[src/rtl/cpu_pkg.sv]
// Shared definitions for the pipeline-to-ram read front end:
// default widths, responder FSM encoding and requester port IDs.
package cpu_pkg;

  localparam int ADDR_W_DEF = 16;
  localparam int DATA_W_DEF = 8;

  // Wide enough for RAM_LATENCY up to 7.
  localparam int CNT_W = 3;

  typedef enum logic [1:0] {
    IDLE    = 2'd0,
    WAIT    = 2'd1,
    RESPOND = 2'd2
  } state_e;

  typedef enum logic {
    PORT_STAGE12 = 1'b0,
    PORT_STAGE3  = 1'b1
  } port_e;

endpackage

[src/rtl/ram_rr_arbiter.sv]
// Two-requester round-robin arbiter; bit i of req/grant is port ID i.
// Purely combinational: on a tie the port that did not win last time wins.
module ram_rr_arbiter
  import cpu_pkg::*;
(
  input  logic [1:0] req,
  input  port_e      last_grant,
  output logic [1:0] grant,
  output logic       valid
);

  always_comb begin
    // NOTE: every output gets a default first so no path leaves it unassigned (no latch).
    grant = 2'b00;
    case (req)
      2'b01:   grant = 2'b01;
      2'b10:   grant = 2'b10;
      2'b11:   grant = (last_grant == PORT_STAGE12) ? 2'b10 : 2'b01;
      default: grant = 2'b00;
    endcase
    valid = |grant;
  end

endmodule

[src/rtl/ram_read_responder.sv]
// Arbitrates stage12/stage3 read requests onto a synchronous single-port ram
// and answers each with a 4-phase read/ready handshake.
module ram_read_responder
  import cpu_pkg::*;
#(
  parameter int ADDR_W      = ADDR_W_DEF,
  parameter int DATA_W      = DATA_W_DEF,
  parameter int RAM_LATENCY = 1
) (
  input  logic              ram_clk,
  input  logic              rst,
  input  logic              stage12_read,
  input  logic [ADDR_W-1:0] stage12_read_address,
  output logic              stage12_read_ready,
  output logic [DATA_W-1:0] stage12_read_data_out,
  input  logic              stage3_read,
  input  logic [ADDR_W-1:0] stage3_read_address,
  output logic              stage3_read_ready,
  output logic [DATA_W-1:0] stage3_read_data_out,
  output logic              mem_write_enable,
  output logic [ADDR_W-1:0] mem_address,
  input  logic [DATA_W-1:0] mem_data_out
);

  state_e           state, state_next;
  port_e            last_grant, active, grant_port;
  logic [1:0]       grant;
  logic             grant_valid;
  logic             active_read;
  logic [CNT_W-1:0] cnt;

  ram_rr_arbiter u_arbiter (
    .req        ({stage3_read, stage12_read}),
    .last_grant (last_grant),
    .grant      (grant),
    .valid      (grant_valid)
  );

  assign mem_write_enable = 1'b0;
  assign grant_port       = grant[1] ? PORT_STAGE3 : PORT_STAGE12;
  assign active_read      = (active == PORT_STAGE12) ? stage12_read : stage3_read;

  always_ff @(posedge ram_clk or posedge rst) begin
    // NOTE: sequential state uses non-blocking assignments so every register samples pre-edge values.
    if (rst) state <= IDLE;
    else     state <= state_next;
  end

  always_comb begin
    state_next = state;
    case (state)
      IDLE:    if (grant_valid) state_next = WAIT;
      WAIT:    if (cnt == '0)   state_next = RESPOND;
      RESPOND: if (!active_read) state_next = IDLE;
      default: state_next = IDLE;
    endcase
  end

  // The counter is loaded at grant and reaches zero once RAM_LATENCY edges
  // have passed with mem_address stable; the following edge captures data.
  always_ff @(posedge ram_clk or posedge rst) begin
    if (rst) begin
      last_grant            <= PORT_STAGE3;
      active                <= PORT_STAGE12;
      cnt                   <= '0;
      mem_address           <= '0;
      stage12_read_ready    <= 1'b0;
      stage3_read_ready     <= 1'b0;
      stage12_read_data_out <= '0;
      stage3_read_data_out  <= '0;
    end else begin
      case (state)
        IDLE: if (grant_valid) begin
          active      <= grant_port;
          last_grant  <= grant_port;
          mem_address <= grant[1] ? stage3_read_address : stage12_read_address;
          cnt         <= CNT_W'(RAM_LATENCY);
        end
        WAIT: begin
          if (cnt == '0) begin
            if (active == PORT_STAGE12) begin
              stage12_read_data_out <= mem_data_out;
              stage12_read_ready    <= 1'b1;
            end else begin
              stage3_read_data_out  <= mem_data_out;
              stage3_read_ready     <= 1'b1;
            end
          end else begin
            cnt <= cnt - 1'b1;
          end
        end
        RESPOND: if (!active_read) begin
          stage12_read_ready <= 1'b0;
          stage3_read_ready  <= 1'b0;
        end
        default: ;
      endcase
    end
  end

endmodule

[config.mk]
export PLATFORM = sky130hd
export DESIGN_NAME = ram_read_responder
export DESIGN_NICKNAME = d
export VERILOG_FILES = /design/src/rtl/cpu_pkg.sv /design/src/rtl/ram_rr_arbiter.sv /design/src/rtl/ram_read_responder.sv
export SDC_FILE = /design/constraint.sdc
export NUM_CORES = 1
export LEC_CHECK = 0
export CAP_MARGIN = 15
export CELL_PAD_IN_SITES_DETAIL_PLACEMENT = 1
export CELL_PAD_IN_SITES_GLOBAL_PLACEMENT = 1
export CORE_AREA = 8 8 83 85
export CTS_BUF_LIST = sky130_fd_sc_hd__clkbuf_8
export CTS_CLUSTER_SIZE = 30
export DETAILED_ROUTE_END_ITERATION = 7
export DIE_AREA = 0 0 91 93
export HOLD_SLACK_MARGIN = 0.06
export PLACE_DENSITY = 0.91
export SLEW_MARGIN = 40
export SYNTH_ARGS = -nofsm -noshare
export SYNTH_HDL_FRONTEND = slang
export SYNTH_SLANG_ARGS = --single-unit
[constraint.sdc]
create_clock -name ram_clk -period 2.39 [get_ports ram_clk]
set_input_delay 0.3585 -clock ram_clk [delete_from_list [all_inputs] [get_ports ram_clk]]
set_output_delay 0.3585 -clock ram_clk [all_outputs]
set_load 0.1 [all_outputs]
==> flow_metrics.py <==
metrics = {
    "final_layout": {
        "areaGrowthSynthToFinish_pct": 46.2,
        "diodes": 0,
        "drive_above_1_share_pct": 30.0,
        "fill_cells": 634,
        "seq_area_um2": 1030,
        "multi_input_area_um2": 764,
        "nNetsFinal": 272,
    },
    "global_routing": {
        "grt_pass1_wl_um": 8180,
        "grt_max_degree": 42,
        "grt_pass1_vias": 1609,
        "gr-total-overflow": 0,
        "grtUsageTotal_pct": 11.8,
        "antenna_found_initial": 0,
    },
    "clocking": {
        "clk_pin_slew_ps": 80,
        "cts_root_buf": "clkbuf_8",
        "cts-resized-gates": 0,
        "cts_hold_buffers": 0,
        "cts_buffer_depth": 2,
        "numCtsBuffers": 5,
        "clkLatencyLatePin_ps": 290,
        "cts_setup_buffers": 0,
        "htree_levels": 2,
        "clock-sinks": 41,
        "cts_tree": "built",
    },
    "timing": {
        "fmax_mhz": 563,
        "setup_viol": 0,
        "tightest_slew_ps": 619,
        "min_period_over_period_pct": 74.3,
        "finClkSkew_ps": 9.89,
        "setup_tns_ps": 0,
        "rsz0062_at_grt": "false",
        "finalCriticalPeriod_ps": 1780,
        "drv_slew": 0,
        "hold_violations": 0,
        "max-slew-margin-rel_pct": 58.7,
    },
    "setup_path": {
        "end_kind": "register",
        "path_cells": "inv_1, ha_1, nand4bb_1, nor2_4, mux2_2",
        "worstSetupPathType": "register to register",
        "worstSetupStartpointType": "register",
        "crit_path_max_fanout": 9,
        "crit_path_max_incr_delay_ps": 400,
        "critPathArrivalTime_ps": 1950,
        "slowest_stage": "dfrtp_1",
        "required_ps": 2560,
    },
    "synth": {
        "yosysWarnings": 0,
        "synth_cells": 150,
        "syn_nets": 196,
        "netlist_area_um2": 1870,
        "synth_area_per_cell_um2": 12.5,
        "synth_edf_count": 0,
        "seq_area_frac_synth_pct": 54.9,
        "synthDistinctLibCells": 30,
        "synthArstFlopShare_pct": 100,
        "synth_seq_cells": 41,
        "synth_ff_type": "dfrtp_1",
    },
    "die": {
        "dieWidth_um": 91,
        "initial_core_util_pct": 33.0,
        "ioPinCount": 79,
        "fp-row-count": 28,
        "fp.coreArea_um2": 5680,
        "dieArea_um2": 8460,
        "die_y_um": 93,
    },
    "status": {
        "run_status": "completed",
    },
    "route": {
        "via_per_inst": 4.83,
        "postRouteAntennaNets": 0,
        "wirelength_um": 4760,
        "drt_first_pass_iters": 3,
        "drc_errors": 0,
        "drt-initial-drc-count": 41,
        "dr_total_vias": 1460,
        "wl_per_cell_um": 15.7,
    },
    "placement": {
        "portBuffers": 77,
        "dp_hpwl_um": 3690,
        "gp_congestion": 0.763,
    },
    "flow_run": {
        "drv_cap": 0,
    },
    "min_path": {
        "hp-class": "primary input to async pin",
    },
}
==> state kept, by name, summed over array words and instances (netlist names) <==
| signal | cells |
|---|---|
| state | 2 |
| cnt | 3 |
| stage12_read_ready | 1 |
| stage12_read_data_out | 8 |
| stage3_read_ready | 1 |
| last_grant | 1 |
| active | 1 |
| mem_address | 16 |
| stage3_read_data_out | 8 |
==> metrics by stage <==
stage / instance area [um2] / setup WS [ps] / util (%) / cells / hold WS (ps)
floorplan: 1870 / 847 / - / 150 / 421
global placement: 2610 / 452 / 46.1 / 294 / 474
detailed placement: 2610 / 359 / 46.1 / 294 / 491
CTS: 2730 / 606 / 48.2 / 302 / 498
global route: 2730 / 515 / 48.2 / 302 / 518
finish: 2730 / 614 / 48.2 / 302 / 486
==> critical path, delay by kind of cell (launching register included) <==
family                   cells  cell delay (ps)
AND/OR/NAND/NOR              2              500
multiplexers                 1              370
buffers and inverters        1              110
adder cells (fa/ha/maj)      1              270
flip-flops                   1              400
==> path summary, 6_finish.rpt <==
check | startpoint | to | slack (ps) | depth (start not counted)
min in group ram_clk | cnt[1] | cnt[1] | 500 | 1
worst max-delay path | cnt[0] | stage12_read_data_out[1] | 610 | 5
worst min-delay path | rst | stage12_read_data_out[0] | 490 | 3
max in group asynchronous | rst | last_grant | 1540 | 3
worst min register to register | cnt[1] | cnt[1] | 500 | 1
worst max register to register | cnt[0] | stage12_read_data_out[1] | 610 | 5
==> final cells by class <==
| type | count | share of cell area (%) |
|---|---|---|
| Sequential cell | 41 | 37.6 |
| Multi-Input combinational cell | 95 | 28.0 |
| Timing Repair Buffer | 79 | 26.1 |
| Tap cell | 75 | 3.43 |
| Clock buffer | 6 | 3.02 |
| Clock inverter | 2 | 1.37 |
| Inverter | 4 | 0.549 |
==> layout by cell type (no fill, tap or decap), types with 2 or more instances in the layout <==
cell	n
mux2i_1	18
nand3b_1	2
a21bo_2	2
mux2_2	16
clkbuf_8	6
buf_4	35
a21o_1	2
ha_1	2
clkdlybuf4s50_1	43
dfrtp_1	40
inv_1	3
a21oi_1	19
a31oi_1	17
nand2b_1	2
nand2_1	2
==> per-layer routing <==
| layer | GRT usage (%) | vias to the layer above | part of all wire [%] |
|---|---|---|---|
| met5 | 0 | - | 0 |
| li1 | - | 697 | - |
| met2 | 17.6 | 65 | 45 |
| met1 | 14.3 | 693 | 43 |
| met4 | 2.86 | 0 | 0.86 |
| met3 | 6.89 | 5 | 11 |
==> Yosys cell counts, types with 2 or more instances <==
| cell type | n | area, um2 |
|---|---|---|
| a21bo_2 | 2 | 20.0 |
| a21o_1 | 2 | 15.0 |
| a21oi_1 | 19 | 95.1 |
| a31oi_1 | 17 | 106 |
| buf_2 | 6 | 30.0 |
| buf_6 | 2 | 22.5 |
| dfrtp_1 | 40 | 1000 |
| ha_1 | 2 | 25.0 |
| inv_1 | 4 | 15.0 |
| mux2_2 | 16 | 180 |
| mux2i_1 | 18 | 180 |
| nand2_1 | 2 | 7.51 |
| nand2b_1 | 2 | 12.5 |
| nand3b_1 | 2 | 15.0 |
==> logic make-up (layout without fill, tap and decap cells) <==
| logic type | count (synthesis) | after routing | synth area share, % |
|---|---|---|---|
| AO/OA/AOI/OAI | 43 | 43 | 13.8 |
| flip-flops | 41 | 41 | 54.9 |
| multiplexers | 34 | 34 | 19.3 |
| AND/OR/NAND/NOR | 15 | 15 | 6.29 |
| buffers and inverters | 14 | 91 | 4.21 |
| adder cells (fa/ha/maj) | 2 | 2 | 1.34 |
| other | 1 | 1 | 0.200 |
Power is not shown: default switching activity piles up to over one toggle a cycle in this logic, so the estimate is an artifact.
